<file path="src/rtl/de1_input_conditioner.sv">
// Per-channel synchroniser, debounce, polarity normalisation and edge pulses for DE1-SoC keys/switches.
// Optional hold-to-repeat on rise_pulse is enabled by defining DE1_INPUT_CONDITIONER_HOLD_REPEAT_EN.
module de1_input_conditioner #(
    parameter int WIDTH           = 4,
    parameter int SYNC_STAGES     = 2,
    parameter int DEBOUNCE_CYCLES = 500000,
    parameter int ACTIVE_LOW      = 1,
    parameter int REPEAT_DELAY    = 25000000,
    parameter int REPEAT_PERIOD   = 5000000
) (
    input  logic             clock_50,
    input  logic             reset,
    input  logic [WIDTH-1:0] raw_in,
    output logic [WIDTH-1:0] level_out,
    output logic [WIDTH-1:0] rise_pulse,
    output logic [WIDTH-1:0] fall_pulse,
    output logic             any_change
);

    localparam int            CW       = $clog2(DEBOUNCE_CYCLES + 1);
    localparam logic [CW-1:0] TERM     = CW'(DEBOUNCE_CYCLES - 1);
    localparam logic          INACTIVE = (ACTIVE_LOW != 0) ? 1'b1 : 1'b0;

    if (WIDTH < 1 || SYNC_STAGES < 2 || DEBOUNCE_CYCLES < 1 ||
        REPEAT_DELAY < 1 || REPEAT_PERIOD < 1) begin : g_bad_params
        $error("de1_input_conditioner: illegal parameter value");
    end

    logic [WIDTH-1:0] sync_q [SYNC_STAGES];
    logic [CW-1:0]    cnt_q  [WIDTH];
    logic [CW-1:0]    cnt_d  [WIDTH];
    logic [WIDTH-1:0] level_q, level_d;
    logic [WIDTH-1:0] rise_q, rise_d;
    logic [WIDTH-1:0] fall_q, fall_d;
    logic             any_q;
    logic [WIDTH-1:0] norm_s;

`ifdef DE1_INPUT_CONDITIONER_HOLD_REPEAT_EN
    localparam int            RMAX   = (REPEAT_DELAY > REPEAT_PERIOD) ? REPEAT_DELAY : REPEAT_PERIOD;
    localparam int            RW     = $clog2(RMAX + 1);
    localparam logic [RW-1:0] R_DLY  = RW'(REPEAT_DELAY - 1);
    localparam logic [RW-1:0] R_PER  = RW'(REPEAT_PERIOD - 1);

    logic [RW-1:0]    rep_cnt_q [WIDTH];
    logic [RW-1:0]    rep_cnt_d [WIDTH];
    logic [WIDTH-1:0] rep_phase_q, rep_phase_d;
`endif

    // Inversion is applied after synchronisation so the chain only ever sees raw pin levels.
    assign norm_s = (ACTIVE_LOW != 0) ? ~sync_q[SYNC_STAGES-1] : sync_q[SYNC_STAGES-1];

    // Synchroniser chain; reset parks it at the deasserted pin level.
    always_ff @(posedge clock_50) begin
        if (reset) begin
            for (int s = 0; s < SYNC_STAGES; s++) begin
                sync_q[s] <= {WIDTH{INACTIVE}};
            end
        end else begin
            sync_q[0] <= raw_in;
            for (int s = 1; s < SYNC_STAGES; s++) begin
                sync_q[s] <= sync_q[s-1];
            end
        end
    end

    // Debounce counters, accepted levels and edge pulses.
    always_comb begin
        level_d = level_q;
        rise_d  = '0;
        fall_d  = '0;
        for (int i = 0; i < WIDTH; i++) begin
            cnt_d[i] = '0;
            if (norm_s[i] == level_q[i]) begin
                cnt_d[i] = '0;
            end else if (cnt_q[i] == TERM) begin
                level_d[i] = norm_s[i];
                rise_d[i]  = norm_s[i];
                fall_d[i]  = ~norm_s[i];
            end else begin
                cnt_d[i] = cnt_q[i] + CW'(1);
            end
        end
`ifdef DE1_INPUT_CONDITIONER_HOLD_REPEAT_EN
        // Repeat only while the level is and stays asserted, so it never collides with a fall.
        for (int i = 0; i < WIDTH; i++) begin
            rep_cnt_d[i]   = '0;
            rep_phase_d[i] = 1'b0;
            if (level_q[i] && level_d[i]) begin
                if (!rep_phase_q[i] && rep_cnt_q[i] == R_DLY) begin
                    rise_d[i]      = 1'b1;
                    rep_phase_d[i] = 1'b1;
                end else if (rep_phase_q[i] && rep_cnt_q[i] == R_PER) begin
                    rise_d[i]      = 1'b1;
                    rep_phase_d[i] = 1'b1;
                end else begin
                    rep_cnt_d[i]   = rep_cnt_q[i] + RW'(1);
                    rep_phase_d[i] = rep_phase_q[i];
                end
            end else begin
                rep_cnt_d[i]   = '0;
                rep_phase_d[i] = 1'b0;
            end
        end
`endif
    end

    // State and registered outputs.
    always_ff @(posedge clock_50) begin
        if (reset) begin
            for (int i = 0; i < WIDTH; i++) begin
                cnt_q[i] <= '0;
            end
            level_q <= '0;
            rise_q  <= '0;
            fall_q  <= '0;
            any_q   <= 1'b0;
        end else begin
            for (int i = 0; i < WIDTH; i++) begin
                cnt_q[i] <= cnt_d[i];
            end
            level_q <= level_d;
            rise_q  <= rise_d;
            fall_q  <= fall_d;
            any_q   <= |(rise_d | fall_d);
        end
    end

`ifdef DE1_INPUT_CONDITIONER_HOLD_REPEAT_EN
    // Auto-repeat counters.
    always_ff @(posedge clock_50) begin
        if (reset) begin
            for (int i = 0; i < WIDTH; i++) begin
                rep_cnt_q[i] <= '0;
            end
            rep_phase_q <= '0;
        end else begin
            for (int i = 0; i < WIDTH; i++) begin
                rep_cnt_q[i] <= rep_cnt_d[i];
            end
            rep_phase_q <= rep_phase_d;
        end
    end
`endif

    assign level_out  = level_q;
    assign rise_pulse = rise_q;
    assign fall_pulse = fall_q;
    assign any_change = any_q;

endmodule
</file>
<file path="config.mk">
export PLATFORM = sky130hd
export DESIGN_NAME = de1_input_conditioner
export DESIGN_NICKNAME = d
export VERILOG_FILES = /design/src/rtl/de1_input_conditioner.sv
export SDC_FILE = /design/constraint.sdc
export NUM_CORES = 1
export LEC_CHECK = 0
export CAP_MARGIN = 5
export CORE_MARGIN = 4
export CORE_UTILIZATION = 38
export CTS_CLUSTER_DIAMETER = 50
export DETAILED_ROUTE_END_ITERATION = 16
export GPL_ROUTABILITY_DRIVEN = 0
export PLACE_DENSITY = 0.61
export SETUP_SLACK_MARGIN = 0.4
export SYNTH_ARGS = -nofsm -noshare
export SYNTH_HDL_FRONTEND = slang
export SYNTH_SLANG_ARGS = --single-unit
</file>
<file path="constraint.sdc">
create_clock -name clock_50 -period 3.7 [get_ports clock_50]
set_input_delay 0.74 -clock clock_50 [delete_from_list [all_inputs] [get_ports clock_50]]
set_output_delay 0.74 -clock clock_50 [all_outputs]
set_load 0.05 [all_outputs]
</file>
==> impl_results.md, run 1 <==
* Run status: finished clean
* Die Area at 12720 sq um
* Power share of the clock group at 36.8%
* Final setup fails at 0
* CTS sink count at 97
* Max rail drop VDD at 0.1653 mV
* Avg Cell Area, Syn at 8.766 sq um
* Hold crit path type: reg2reg
* Master of the slowest instance on the critical path: sky130_fd_sc_hd__o21ai_1
* Layout Area Growth over Synthesis at 12.08%
* Worst max-slew margin expressed relative to the limit at 13.45%
* CTS hold repair buffers at 0
* Tcrit/Tclk final at 66.05%
* Die Wd at 112.8 um
* Cell family with most CP delay: compound AO/OA/AOI/OAI gates
* Detailed placer's ending HPWL at 5.809 mm
* Setup tns final at 0 ns
* Number of design-rule violations left by the first detailed-router iteration at 190
* Post-synthesis async set-or-reset flop share at 0%
* Cell Count Post-Placement at 621
* Delay of the slowest critical-path stage at 1.03 ns
* Comb pwr share at 1.4%
* Netlist Area Pre-Place at 4173 sq um
* Number of buffers added by the clock tree synthesis step at 9
* Worst setup SP type: flip-flop
* Synth Flop Type: sky130_fd_sc_hd__dfxtp_1
* Post-synth EDFFs at 0
* Most area-hungry cell type in the Yosys netlist: sky130_fd_sc_hd__dfxtp_1
* Final Routed Wirelength at 8.209 mm
* TritonCTS clock tree: yes
* DR WL/cell at 12.87 um
* Worst-case clock buffer depth at 2
* Antenna violations before repair at 0
* Total of buffers placed on input and output ports at 18
* Power per unit of standard cell area at 364.1 nW/um^2
* Setup repair after global routing missed its margin: false
* Area fraction of the dominant cell type after synthesis at 46.54%
* Net Switching at 362.3 uW
* Net switching fraction of the power at 21.28%
* Largest net degree at the start of global routing at 19
* Relative contribution of sequential cells to total power at 61.8%
* Diodes inserted at 0
* Synthesized netlist cell count at 476
* Leakage at 0.001345 uW
* Leading post-synthesis cells by cell area: sky130_fd_sc_hd__dfxtp_1 47%, sky130_fd_sc_hd__xnor2_1 5.9%, sky130_fd_sc_hd__nor2_1 5.2%
* CTS H-tree lvls at 3
* GRT Overall Usage at 13.42%
* Post-CTS setup buffer count at 0
* Internal power at 1340 uW
* Worst Skew at 0.005047 ns
* Arrival time worst endpoint at 2.64 ns
* Post-DR vias/cell at 5.285
* Fraction of the core area covered by cells at the end of the flow at 44.51%
* Maxcap violations at 0
* Vias in the first global route at 3090
* Endpoints failing hold at 0
* Core Area at 10510 sq um
* Timing-limited maximum frequency at 0.4092 GHz
* Worst-path clk slew at 0.09 ns
* Latest clock arrival within the worst-skew pair at 0.36 ns
* Critical path, cell by cell: ha_1 -> and4_1 -> nand2_1 -> o21ai_1 -> nor2_1
* Number of search-and-repair iterations in the first detailed-routing pass at 4
* Sequential fraction of the synthesis area at 46.54%
* Std-Cell Rows at 37
* Die Ht at 112.8 um
* Ratio of cells with drive above 1 in the final layout at 5.578%
* Synthesized netlist net count at 486
* Antenna-violating nets left at 0
* WS Path Type: reg2reg
* Required time of the worst setup path at 3.90 ns
* Residual DRC at 0
* Number of buffers and inverters on the critical path at 0
* Crit path capture type: flip-flop
* Filler-free cell count of the finished design at 638
* Total of warnings raised by yosys at 0
* Post-cts sizing count at 0
* Via count at 3372
* Clock Root Buffer: sky130_fd_sc_hd__clkbuf_8
* Remaining global-route overflow at 0
* Final Slew Violations at 0
* Worst slew pin tran at 1.290 ns
* CP Max Fanout at 18
* Global-route wire length before repair at 14.13 mm
* Yosys cell types at 35
* Final net count at 507
* Clock period minus final worst setup slack at 2.444 ns
* Design Power at 1703 uW
* Synthesized flop and latch total at 97
* Starting density of the core at 39.71%
* Io pins at 19
==> stage by stage <==
step	setup WS [ns]	hold WS [ns]	cell area, sq um
2_1_floorplan	1.759	0.3895	4173
3_3_place_gp	1.219	0.3982	4491
3_5_place_dp	1.156	0.3947	4491
4_1_cts	1.263	0.4242	4666
5_1_grt	1.048	0.4314	4677
6_report	1.256	0.4169	4677
==> cell families after synthesis <==
| kind of cell | synth area share, % |
|---|---|
| AO/OA/AOI/OAI | 7.766 |
| XOR/XNOR | 10.29 |
| adder cells (fa/ha/maj) | 1.199 |
| buffers and inverters | 1.679 |
| flip-flops | 46.54 |
| AND/OR/NAND/NOR | 32.53 |
==> area by class of cell <==
class                           instances  area (sq um)
Sequential cell                        97          1942
Clock buffer                           14         162.7
Timing Repair Buffer                   20         198.9
Inverter                                8         30.03
Fill cell                            1038          5832
Tap cell                              136         170.2
Clock inverter                          2         12.51
Multi-Input combinational cell        361          2161
==> power groups by stage <==
stage	clock network (uW)	logic [uW]	registers (uW)
finish	626	24.5	1050
global placement	0	23.9	1080
global route	686	27.2	1050
floorplan	0	13.6	1080
detailed placement	0	24.0	1080
CTS	652	24.1	1050
==> synthesized netlist by cell type (8+ instances only) <==
cell	number
sky130_fd_sc_hd__nand3_1	27
sky130_fd_sc_hd__or4_1	11
sky130_fd_sc_hd__nor3_1	13
sky130_fd_sc_hd__o31ai_1	8
sky130_fd_sc_hd__o21ai_0	16
sky130_fd_sc_hd__or3_1	23
sky130_fd_sc_hd__clkbuf_1	8
sky130_fd_sc_hd__nor4_1	13
sky130_fd_sc_hd__dfxtp_1	97
sky130_fd_sc_hd__xor2_1	21
sky130_fd_sc_hd__nand2_1	35
sky130_fd_sc_hd__and3_1	11
sky130_fd_sc_hd__nor2_1	58
sky130_fd_sc_hd__inv_1	8
sky130_fd_sc_hd__xnor2_1	28
sky130_fd_sc_hd__and4_1	10
sky130_fd_sc_hd__nand4_1	20
sky130_fd_sc_hd__a21oi_1	27
sky130_fd_sc_hd__or2_2	11
==> registers in the layout (all words and copies together) (netlist names) <==
| register | count |
|---|---|
| cnt_q | 76 |
| sync_q | 8 |
| fall_pulse | 4 |
| level_out | 4 |
| rise_pulse | 4 |
| any_change | 1 |
==> cell usage in the layout, fill, tap and decap left out, types with 4 or more instances in the layout <==
master                            count
sky130_fd_sc_hd__nor4bb_1             4
sky130_fd_sc_hd__or3_1               23
sky130_fd_sc_hd__or4_1               11
sky130_fd_sc_hd__and4_1              10
sky130_fd_sc_hd__inv_1                8
sky130_fd_sc_hd__nor4_1              13
sky130_fd_sc_hd__o31ai_1              8
sky130_fd_sc_hd__nor2_1              58
sky130_fd_sc_hd__ha_1                 4
sky130_fd_sc_hd__xor2_1              21
sky130_fd_sc_hd__nand4_1             20
sky130_fd_sc_hd__nor4b_1              4
sky130_fd_sc_hd__or2_2               11
sky130_fd_sc_hd__dfxtp_1             97
sky130_fd_sc_hd__clkdlybuf4s50_1     18
sky130_fd_sc_hd__clkbuf_8            11
sky130_fd_sc_hd__xnor2_1             28
sky130_fd_sc_hd__nand2_1             35
sky130_fd_sc_hd__nand3_1             27
sky130_fd_sc_hd__nor3_1              13
sky130_fd_sc_hd__and3_1              11
sky130_fd_sc_hd__o21ai_0             16
sky130_fd_sc_hd__a21oi_1             27
==> layer usage <==
metal | part of all wire [%] | wire [um] | track usage (%) | vias up
met3 | 3.9 | 320 | 3.048 | 7
li1 | - | - | - | 1748
met5 | 0 | 0 | 0 | -
met4 | 1.4 | 114 | 7.131 | 0
met2 | 46 | 3737 | 20.81 | 48
met1 | 49 | 4036 | 17.38 | 1569
==> path summary, 6_finish.rpt <==
path                     start            to  slack, ns  depth (start not counted)
setup / recovery   cnt_q[3][0]   cnt_q[3][6]       1.26                          5
hold / removal    sync_q[0][3]  sync_q[0][7]       0.42                          1
setup reg to reg   cnt_q[3][0]   cnt_q[3][6]       1.26                          5
hold reg to reg   sync_q[0][3]  sync_q[0][7]       0.42                          1
No activity file was read; power rests on OpenSTA's default activity.
==> run 2: changes to the inputs <==
==> constraint.sdc (replaced) <==
create_clock -name clock_50 -period 2.3 [get_ports clock_50]
set_input_delay 0.46 -clock clock_50 [delete_from_list [all_inputs] [get_ports clock_50]]
set_output_delay 0.46 -clock clock_50 [all_outputs]
set_load 0.05 [all_outputs]
==> run 2 against run 1 <==
  * Clock skew grew 0.0046 ns
  * Final area grew 2.6%
  * Maximum frequency grew 34%
  * Combinational power grew 78%
  * Power grew 68%
  * Clock-buffer cell count shrank 2
  * Sequential cell count is the same
  * Die area is the same
  * First-iteration DRC count grew 19%
  * Via count grew 1.5%
  * Sequential share of layout area shrank 0.80 points
  * Worst setup slack lost 0.78 ns
  * Critical path type unchanged
==> impl_results.md, run 2 (synthesized netlist as in run 1, its figures left out) <==
* Worst r2r path cells at 4
* Post-DR vias/cell at 5.304
* Arrival time worst endpoint at 2.12 ns
* Tcrit/Tclk final at 79.23%
* Layout fillers at 1030
* Largest net degree at the start of global routing at 19
* Final Slew Violations at 0
* Crit path launch: cnt_q[1][9]
* Reg area at 1953 sq um
* Worst-path clk slew at 0.10 ns
* CTS sink count at 97
* Master of the slowest instance on the critical path: sky130_fd_sc_hd__or4_4
* Worst Hold Endpoint: sync_q[0][7]
* Area of the multi-input gates at 2216 sq um
* Latest clock arrival within the worst-skew pair at 0.35 ns
* Die Area at 12720 sq um
* Core Area at 10510 sq um
* Number of design-rule violations left by the first detailed-router iteration at 227
* DR WL/cell at 12.77 um
* Register-to-register path setup slack at 0.48 ns
* Commonest non-fill, non-tap cell in the layout: sky130_fd_sc_hd__dfxtp_1
* Die Wd at 112.8 um
* Ratio of cells with drive above 1 in the final layout at 10.61%
* Design Power at 2861 uW
* Setup repair after global routing missed its margin: true
* Run status: finished clean
* Remaining global-route overflow at 0
* CTS hold repair buffers at 0
* Final worst-path setup slack at 0.4778 ns
* Delay of the slowest critical-path stage at 0.54 ns
* Starting density of the core at 39.71%
* Flip-flop count of the largest register after layout at 76
* Antenna violations before repair at 0
* Worst setup SP type: flip-flop
* Hold crit path type: reg2reg
* Global-route wire length before repair at 14.28 mm
* Number of buffers added by the clock tree synthesis step at 9
* Die Ht at 112.8 um
* Origin of the critical flop-to-flop path: cnt_q[1][9]
* Std-Cell Rows at 37
* Residual DRC at 0
* Cell Count Post-Placement at 628
* Crit path capture type: flip-flop
* Setup tns final at 0 ns
* Worst slew pin tran at 0.5421 ns
* Clock period minus final worst setup slack at 1.822 ns
* Max rail drop VDD at 0.3314 mV
* Endpoints failing hold at 0
* Final net count at 514
* Power per unit of standard cell area at 596.3 nW/um^2
* Commonest cells after routing, fill and taps aside: 88 x sky130_fd_sc_hd__dfxtp_1, 58 x sky130_fd_sc_hd__nor2_1, 35 x sky130_fd_sc_hd__nand2_1, 28 x sky130_fd_sc_hd__xnor2_1, 27 x sky130_fd_sc_hd__a21oi_1
* Number of buffers and inverters on the critical path at 0
* Worst-case clock buffer depth at 2
* Critical path, cell by cell: nand4_1 -> or4_4 -> or4_1 -> a21oi_1
* Worst Skew at 0.009611 ns
* CP Max Fanout at 6
* Worst Hold Depth at 1
* Layout Area Growth over Synthesis at 14.96%
* Detailed placer's ending HPWL at 5.884 mm
* Maxcap violations at 0
* Cell family with most CP delay: simple AND/OR/NAND/NOR gates
* Number of search-and-repair iterations in the first detailed-routing pass at 4
* Antenna-violating nets left at 0
* Worst max-slew margin expressed relative to the limit at 63.35%
* Pre-CTS setup slack at 0.3170 ns
* Capture point of the worst reg-to-reg path: cnt_q[1][16]
* Diodes inserted at 0
* Leakage at 0.001463 uW
* Timing-limited maximum frequency at 0.5488 GHz
* CTS H-tree lvls at 3
* WS Path Type: reg2reg
* Vias in the first global route at 3183
* Required time of the worst setup path at 2.60 ns
* Filler-free cell count of the finished design at 645
* Clock Root Buffer: sky130_fd_sc_hd__clkbuf_8
* Final setup fails at 0
* GRT Overall Usage at 13.25%
* Via count at 3421
* Total of buffers placed on input and output ports at 18
* Io pins at 19
* Most flop-heavy register: cnt_q
* Largest registers: cnt_q: 76 flops, sync_q: 8 flops
* TritonCTS clock tree: yes
* Critical hold path startpoint: sync_q[0][3]
* Final Routed Wirelength at 8.239 mm
-- run 2: power by group --
group          total (uW)  internal, uW  switching (uW)
Clock                1120           537             586
Sequential           1690          1690            7.37
Combinational        43.5          21.1            22.4
Total                2860          2240             616
-- run 2: final cells by class --
type	count	share of cell area [%]
clock buffer	12	3.026
clock inverter	4	1.069
inverter	8	0.6260
multi-input combinational	361	46.19
sequential	97	40.71
tap	136	3.547
timing repair buffer	27	4.825
-- run 2: through the flow --
stage / util (%) / area [sq um] / hold WS, ns
final: 45.65 / 4797 / 0.4197
after global placement: 43.47 / 4568 / 0.4086
after floorplan: - / 4198 / 0.3895
after global routing: 45.65 / 4797 / 0.4490
after detailed placement: 43.47 / 4568 / 0.3990
after CTS: 45.24 / 4755 / 0.4215
-- run 2: per-layer routing --
metal / part of all wire (%) / GRT usage [%]
met1: 50 / 18.18
met2: 45 / 20.85
met3: 3.6 / 3.048
met4: 1.3 / 3.926
met5: 0 / 0
-- run 2: worst max-delay path by stage --
stage                         endpoint  cells after the start
after floorplan           cnt_q[1][10]                      6
after global placement    cnt_q[0][16]                      5
after detailed placement  cnt_q[0][18]                      5
after CTS                 cnt_q[3][18]                      5
after global routing      cnt_q[3][18]                      5
final                     cnt_q[1][16]                      4
-- run 2: timing repair --
| item | CTS | global route |
|---|---|---|
| endpoints found under the setup margin | 15 | 14 |
| setup buffers | 0 | 1 |
| resized for setup | 16 | 14 |
| gates cloned | 0 | 0 |
| pin swaps | 0 | 3 |
